===== src/rtl/tcp_session_ctrl.sv =====
// tcp_session_ctrl
//    Follows one TCP stream for the payload extractor. A config write arms
//    the session and publishes the source IP/port the extractor matches on.
//    Per-segment header summaries advance the expected sequence number and
//    classify each segment as in-order, gap or duplicate. Accepted payload
//    bytes go out as a clean registered byte stream.
//
// Ports
//    CLOCK, RESETn                    clock, async active-low reset
//    cfg_valid/cfg_ip/cfg_port        arm strobe and the endpoint to follow
//    cfg_abort                        disarm strobe (wins over cfg_valid)
//    tcp_src_ip/tcp_src_port          latched match endpoint for the extractor
//    hdr_valid/seq/len/syn/fin/rst    one-cycle header summary
//    pld_valid/pld_data               payload bytes from the extractor
//    out_valid/out_data/out_newpkt    forwarded payload, 1-cycle latency
//    state, exp_seq, gapped,
//    gap_count, dup_count             session status
//
// state | meaning
// ------+--------------------------------------------------------------
//   0   | S_IDLE     : disarmed, headers and payload ignored
//   1   | S_WAIT_SYN : armed, waiting for a sync point (SYN or midstream)
//   2   | S_STREAM   : tracking exp_seq, classifying segments
//   3   | S_CLOSED   : FIN/RST seen, in-flight payload drains, rest ignored

module tcp_session_ctrl #(
   parameter bit ALLOW_MIDSTREAM = 1'b0,
   parameter int COUNT_W         = 8
) (
   input  logic               CLOCK,
   input  logic               RESETn,
   input  logic               cfg_valid,
   input  logic [31:0]        cfg_ip,
   input  logic [15:0]        cfg_port,
   input  logic               cfg_abort,
   output logic [31:0]        tcp_src_ip,
   output logic [15:0]        tcp_src_port,
   input  logic               hdr_valid,
   input  logic [31:0]        hdr_seq,
   input  logic [15:0]        hdr_len,
   input  logic               hdr_syn,
   input  logic               hdr_fin,
   input  logic               hdr_rst,
   input  logic               pld_valid,
   input  logic [7:0]         pld_data,
   output logic               out_valid,
   output logic [7:0]         out_data,
   output logic               out_newpkt,
   output logic [1:0]         state,
   output logic [31:0]        exp_seq,
   output logic               gapped,
   output logic [COUNT_W-1:0] gap_count,
   output logic [COUNT_W-1:0] dup_count
);

   localparam logic [1:0] S_IDLE     = 2'd0;
   localparam logic [1:0] S_WAIT_SYN = 2'd1;
   localparam logic [1:0] S_STREAM   = 2'd2;
   localparam logic [1:0] S_CLOSED   = 2'd3;

   localparam logic [COUNT_W-1:0] CNT_ONE = COUNT_W'(1);
   localparam logic [COUNT_W-1:0] CNT_MAX = {COUNT_W{1'b1}};

   logic [1:0]         state_q,   state_d;
   logic [31:0]        exp_seq_q, exp_seq_d;
   logic               gapped_q,  gapped_d;
   logic [COUNT_W-1:0] gap_cnt_q, gap_cnt_d;
   logic [COUNT_W-1:0] dup_cnt_q, dup_cnt_d;
   logic [31:0]        ip_q,      ip_d;
   logic [15:0]        port_q,    port_d;
   logic               accept_q,  accept_d;
   logic [15:0]        remain_q,  remain_d;
   logic               first_q,   first_d;
   logic               ovalid_q,  ovalid_d;
   logic [7:0]         odata_q,   odata_d;
   logic               onew_q,    onew_d;

   logic [31:0] diff;
   logic [31:0] len32;
   logic [31:0] fin32;
   logic        fwd;
   logic        take;

   always_comb begin
      state_d   = state_q;
      exp_seq_d = exp_seq_q;
      gapped_d  = gapped_q;
      gap_cnt_d = gap_cnt_q;
      dup_cnt_d = dup_cnt_q;
      ip_d      = ip_q;
      port_d    = port_q;
      accept_d  = accept_q;
      remain_d  = remain_q;
      first_d   = first_q;
      ovalid_d  = 1'b0;
      odata_d   = odata_q;
      onew_d    = 1'b0;
      take      = 1'b0;

      diff  = hdr_seq - exp_seq_q;
      len32 = {16'h0000, hdr_len};
      fin32 = {31'h0, hdr_fin};

      // A byte arriving alongside a header or a config strobe belongs to no
      // valid segment, so it is never forwarded.
      fwd = pld_valid & accept_q & ~hdr_valid & ~cfg_valid & ~cfg_abort;

      if (fwd) begin
         ovalid_d = 1'b1;
         odata_d  = pld_data;
         onew_d   = first_q;
         first_d  = 1'b0;
         remain_d = remain_q - 16'd1;
         if (remain_q == 16'd1) begin
            accept_d = 1'b0;
         end
      end

      if (hdr_valid) begin
         case (state_q)
            S_WAIT_SYN: begin
               accept_d = 1'b0;
               if (hdr_syn) begin
                  exp_seq_d = hdr_seq + 32'd1 + len32;
                  state_d   = S_STREAM;
               end else if (ALLOW_MIDSTREAM) begin
                  exp_seq_d = hdr_seq + len32 + fin32;
                  state_d   = S_STREAM;
                  take      = 1'b1;
               end
            end
            S_STREAM: begin
               accept_d = 1'b0;
               if (hdr_rst) begin
                  state_d = S_CLOSED;
               end else if (!diff[31]) begin
                  // d == 0 is in-order; any other forward distance is a loss
                  // gap that resyncs onto this segment.
                  if (diff != 32'd0) begin
                     gapped_d = 1'b1;
                     if (gap_cnt_q != CNT_MAX) begin
                        gap_cnt_d = gap_cnt_q + CNT_ONE;
                     end
                  end
                  exp_seq_d = hdr_seq + len32 + fin32;
                  take      = 1'b1;
                  if (hdr_fin) begin
                     state_d = S_CLOSED;
                  end
               end else begin
                  if (dup_cnt_q != CNT_MAX) begin
                     dup_cnt_d = dup_cnt_q + CNT_ONE;
                  end
               end
            end
            default: ;
         endcase
      end

      if (take) begin
         accept_d = (hdr_len != 16'd0);
         remain_d = hdr_len;
         first_d  = 1'b1;
      end

      if (cfg_abort) begin
         state_d  = S_IDLE;
         accept_d = 1'b0;
      end else if (cfg_valid) begin
         state_d   = S_WAIT_SYN;
         ip_d      = cfg_ip;
         port_d    = cfg_port;
         exp_seq_d = 32'd0;
         gapped_d  = 1'b0;
         gap_cnt_d = '0;
         dup_cnt_d = '0;
         accept_d  = 1'b0;
      end
   end

   always_ff @(posedge CLOCK or negedge RESETn) begin
      if (!RESETn) begin
         state_q   <= S_IDLE;
         exp_seq_q <= 32'd0;
         gapped_q  <= 1'b0;
         gap_cnt_q <= '0;
         dup_cnt_q <= '0;
         ip_q      <= 32'd0;
         port_q    <= 16'd0;
         accept_q  <= 1'b0;
         remain_q  <= 16'd0;
         first_q   <= 1'b0;
         ovalid_q  <= 1'b0;
         odata_q   <= 8'd0;
         onew_q    <= 1'b0;
      end else begin
         state_q   <= state_d;
         exp_seq_q <= exp_seq_d;
         gapped_q  <= gapped_d;
         gap_cnt_q <= gap_cnt_d;
         dup_cnt_q <= dup_cnt_d;
         ip_q      <= ip_d;
         port_q    <= port_d;
         accept_q  <= accept_d;
         remain_q  <= remain_d;
         first_q   <= first_d;
         ovalid_q  <= ovalid_d;
         odata_q   <= odata_d;
         onew_q    <= onew_d;
      end
   end

   assign tcp_src_ip   = ip_q;
   assign tcp_src_port = port_q;
   assign out_valid    = ovalid_q;
   assign out_data     = odata_q;
   assign out_newpkt   = onew_q;
   assign state        = state_q;
   assign exp_seq      = exp_seq_q;
   assign gapped       = gapped_q;
   assign gap_count    = gap_cnt_q;
   assign dup_count    = dup_cnt_q;

endmodule


===== config.mk =====
export PLATFORM = sky130hd
export DESIGN_NAME = tcp_session_ctrl
export DESIGN_NICKNAME = d
export VERILOG_FILES = /design/src/rtl/tcp_session_ctrl.sv
export SDC_FILE = /design/constraint.sdc
export NUM_CORES = 1
export LEC_CHECK = 0
export CAP_MARGIN = 20
export CORE_MARGIN = 2
export CORE_UTILIZATION = 53
export DETAILED_ROUTE_END_ITERATION = 8
export PLACE_DENSITY_LB_ADDON = 0.08
export SETUP_SLACK_MARGIN = 0.05
export SLEW_MARGIN = 20
export SYNTH_ARGS = -nofsm -noshare
export SYNTH_HDL_FRONTEND = slang
export SYNTH_SLANG_ARGS = --single-unit
export TNS_END_PERCENT = 10

===== constraint.sdc =====
create_clock -name CLOCK -period 3.85 [get_ports CLOCK]
set_input_delay 1.155 -clock CLOCK [delete_from_list [all_inputs] [get_ports CLOCK]]
set_output_delay 1.155 -clock CLOCK [all_outputs]
set_load 0.05 [all_outputs]

==> qor.txt <==
Status - complete, but fails checks
Violated checks - negative setup slack
Unique masters post-synth - 85
Internal Power - 3.79 mW
Count of final setup violators - 12
Post-synth top cells - nand2_1, dfrtp_1, a21oi_1, o21ai_0, nor2_1
LEAKAGE - 7.28 nW
RSZ-0062 raised after global routing - yes
Initial DRT Pass Iterations - 8
DRT iter0 DRCs - 1262
Final HPWL DP - 29600 um
Antenna Violating Nets Remaining - 0
Non-Filler Instances - 2107
Antenna cells - 0
Core ar. - 19300 um2
Synth top area share - 30.6%
Post-Route WL - 41400 um
Clock power frac - 26.1%
Vias in the first global route - 12100
Final net count - 1999
Clk Latency, worst-skew pair - 450 ps
DP Cell Count - 2058
Sw frac - 40.9%
Fin crit share - 110%
Fillers - 1145
GPL Wtd Cong - 1.07
Die X - 144 um
Inserted Clock Buffers - 17
Die height - 144 um
DRC violations left - 0
Synth Area per Inst - 7.65 um2
Worst EP required - 4210 ps
Synthesized instance count - 1357
Syn-to-layout area delta - 58.4%
Count leader, synth - nand2_1
CP Max Fanout - 4
Max Fclk - 236 MHz
Worst Setup End Kind - flop
Clock transition at path regs - 70 ps
Slew margin rel. - 34.8%
Final WS setup - -380 ps
Total Neg Setup Slack - -2470 ps
CTS root buf - clkbuf_16
Pins Over Slew Limit - 0
Syn Std Cell Area - 10400 um2
CTS tree - built
Initial Util - 53.7%
Initial antenna violation count - 0
Async S/R FF share, synth - 100%
I/O pins - 222
Global-route wire length before repair - 62300 um
Layout cell share with drive strength beyond 1 - 26.9%
Area contributors post-synth - dfrtp_1, nand2_1, ha_1
Final Hold Viols - 0
Slew @ Worst Pin - 979 ps
Share of power burned in registers - 24.5%
Post-synth top area cell - dfrtp_1
Wire per inst - 19.6 um
Peak supply drop - 0.366 mV
All-Layer GR Usage - 38.4%
Total power density per cell area - 390 nW/um2
Buffers on Ports - 221
Multi-input gate area - 7410 um2
Final clock skew - 23.0 ps
Reg area - 3180 um2
Via count - 12600
FP Rows - 51
Max clock buf depth - 2
Worst hold path class - flop to flop
Syn. warnings - 0
CTS sink count - 127
Switch Pwr - 2.62 mW
Critical path arrival - 4590 ps
Die area - 20700 um2
Setup Crit Path Kind - input pin to flop
Min cycle time layout - 4230 ps
GRT overflow - 0
Logic pwr share - 49.4%
Seq/Total Area, Yosys - 30.6%
H-Tree Depth - 4
Number of flops mapped to enable cells by yosys - 0
Synth Flop Type - dfrtp_1
Maximum capacitance violations - 0
Post-CTS Hold Fix Bufs - 0
Critical path startpoint category - input pin
Pin count of the biggest net entering global routing - 102
Via/cell ratio - 5.96
#FFs+latches synth - 127
Net Count, Synth - 1527
flip-flops by register name, summed over array words and instances, names as in the netlist:
register and flops:
exp_seq 32, tcp_src_ip 32, remain_q 16, tcp_src_port 16, dup_count 8, gap_count 8
out_data 8, state 2, accept_q 1, first_q 1, gapped 1, out_newpkt 1
out_valid 1
area by class of cell:
type / count / share of cell area [%]
multi-input cells: 1081 / 45.1
repair buffers: 535 / 28.4
flip-flops and latches: 127 / 19.3
clock buffers: 18 / 2.67
well taps: 265 / 2.02
inverters: 67 / 1.61
clock inverters: 14 / 0.890
metal layers:
metal | GRT usage, % | part of all wire [%] | vias to the layer above
li1 | - | - | 5785
met1 | 50.2 | 40 | 5953
met2 | 61.5 | 46 | 687
met3 | 9.70 | 10 | 143
met4 | 14.8 | 3.6 | 0
met5 | 0 | 0 | -
layout by cell type (no fill, tap or decap), types with 31 or more instances in the layout:
master	n
o21ai_0	93
nand2_1	268
nand4_1	31
nor2_1	73
clkdlybuf4s50_1	194
inv_1	65
buf_4	300
dfrtp_1	127
a21oi_1	83
xnor2_1	45
per-stage QoR:
| stage | cell area, um2 | hold slack, ps | worst slack, ps | utilization, % | power (mW) |
|---|---|---|---|---|---|
| 5_1_grt | 16400 | 498 | -439 | 85.1 | 6.68 |
| 2_1_floorplan | 10400 | 454 | -302 | - | 3.10 |
| 3_3_place_gp | 14900 | 457 | -1160 | 77.1 | 4.30 |
| 4_1_cts | 16000 | 477 | -189 | 82.7 | 6.19 |
| 3_5_place_dp | 14900 | 461 | -1210 | 77.1 | 4.35 |
| 6_report | 16400 | 475 | -380 | 85.1 | 6.42 |
timing repair:
item / CTS / global route
gates cloned: 1 / 2
buffers inserted: 6 / 9
setup endpoints to repair: 69 / 69
pin swaps: 37 / 53
resized for setup: 107 / 97
logic make-up after synthesis:
logic type               count (synthesis)  share of synthesized area, %
AO/OA/AOI/OAI                          410                          25.4
XOR/XNOR                                76                          6.41
adder cells (fa/ha/maj)                 57                          7.16
buffers and inverters                  149                          5.76
flip-flops                             127                          30.6
multiplexers                            16                          1.64
AND/OR/NAND/NOR                        522                          23.0
final timing paths:
check | startpoint | to | slack (ps) | cells after the start
max | hdr_seq[23] | gap_count[0]$_DFF_PN0_ | -380 | 15
min | tcp_src_ip[22]$_DFFE_PN0P_ | tcp_src_ip[22]$_DFFE_PN0P_ | 480 | 2
max reg2reg | exp_seq[0]$_DFF_PN0_ | gap_count[0]$_DFF_PN0_ | 40 | 14
min reg2reg | tcp_src_ip[22]$_DFFE_PN0P_ | tcp_src_ip[22]$_DFFE_PN0P_ | 480 | 2
max in group asynchronous | RESETn | exp_seq[16]$_DFF_PN0_ | 2180 | 2
min in group asynchronous | RESETn | tcp_src_ip[27]$_DFFE_PN0P_ | 810 | 1
critical path: stages:
cell             delay (ps)
clkdlybuf4s50_1         560
ha_4                    240
buf_4                   140
nand4_1                 130
nor4_1                   90
mux2i_1                 170
o311ai_1                150
or4_4                   450
nor4_4                  280
nand4_1                 200
buf_4                   190
nor4b_4                 320
buf_2                   220
o21ai_0                 120
a21oi_1                 170
power groups by stage:
| stage | combinational, mW | clock [mW] | sequential, mW |
|---|---|---|---|
| global placement | 2.72 | 0 | 1.58 |
| global route | 3.36 | 1.73 | 1.59 |
| finish | 3.17 | 1.67 | 1.57 |
| detailed placement | 2.76 | 0 | 1.59 |
| floorplan | 1.13 | 0 | 1.96 |
| CTS | 2.96 | 1.66 | 1.57 |
No activity file was read; power rests on OpenSTA's default activity.
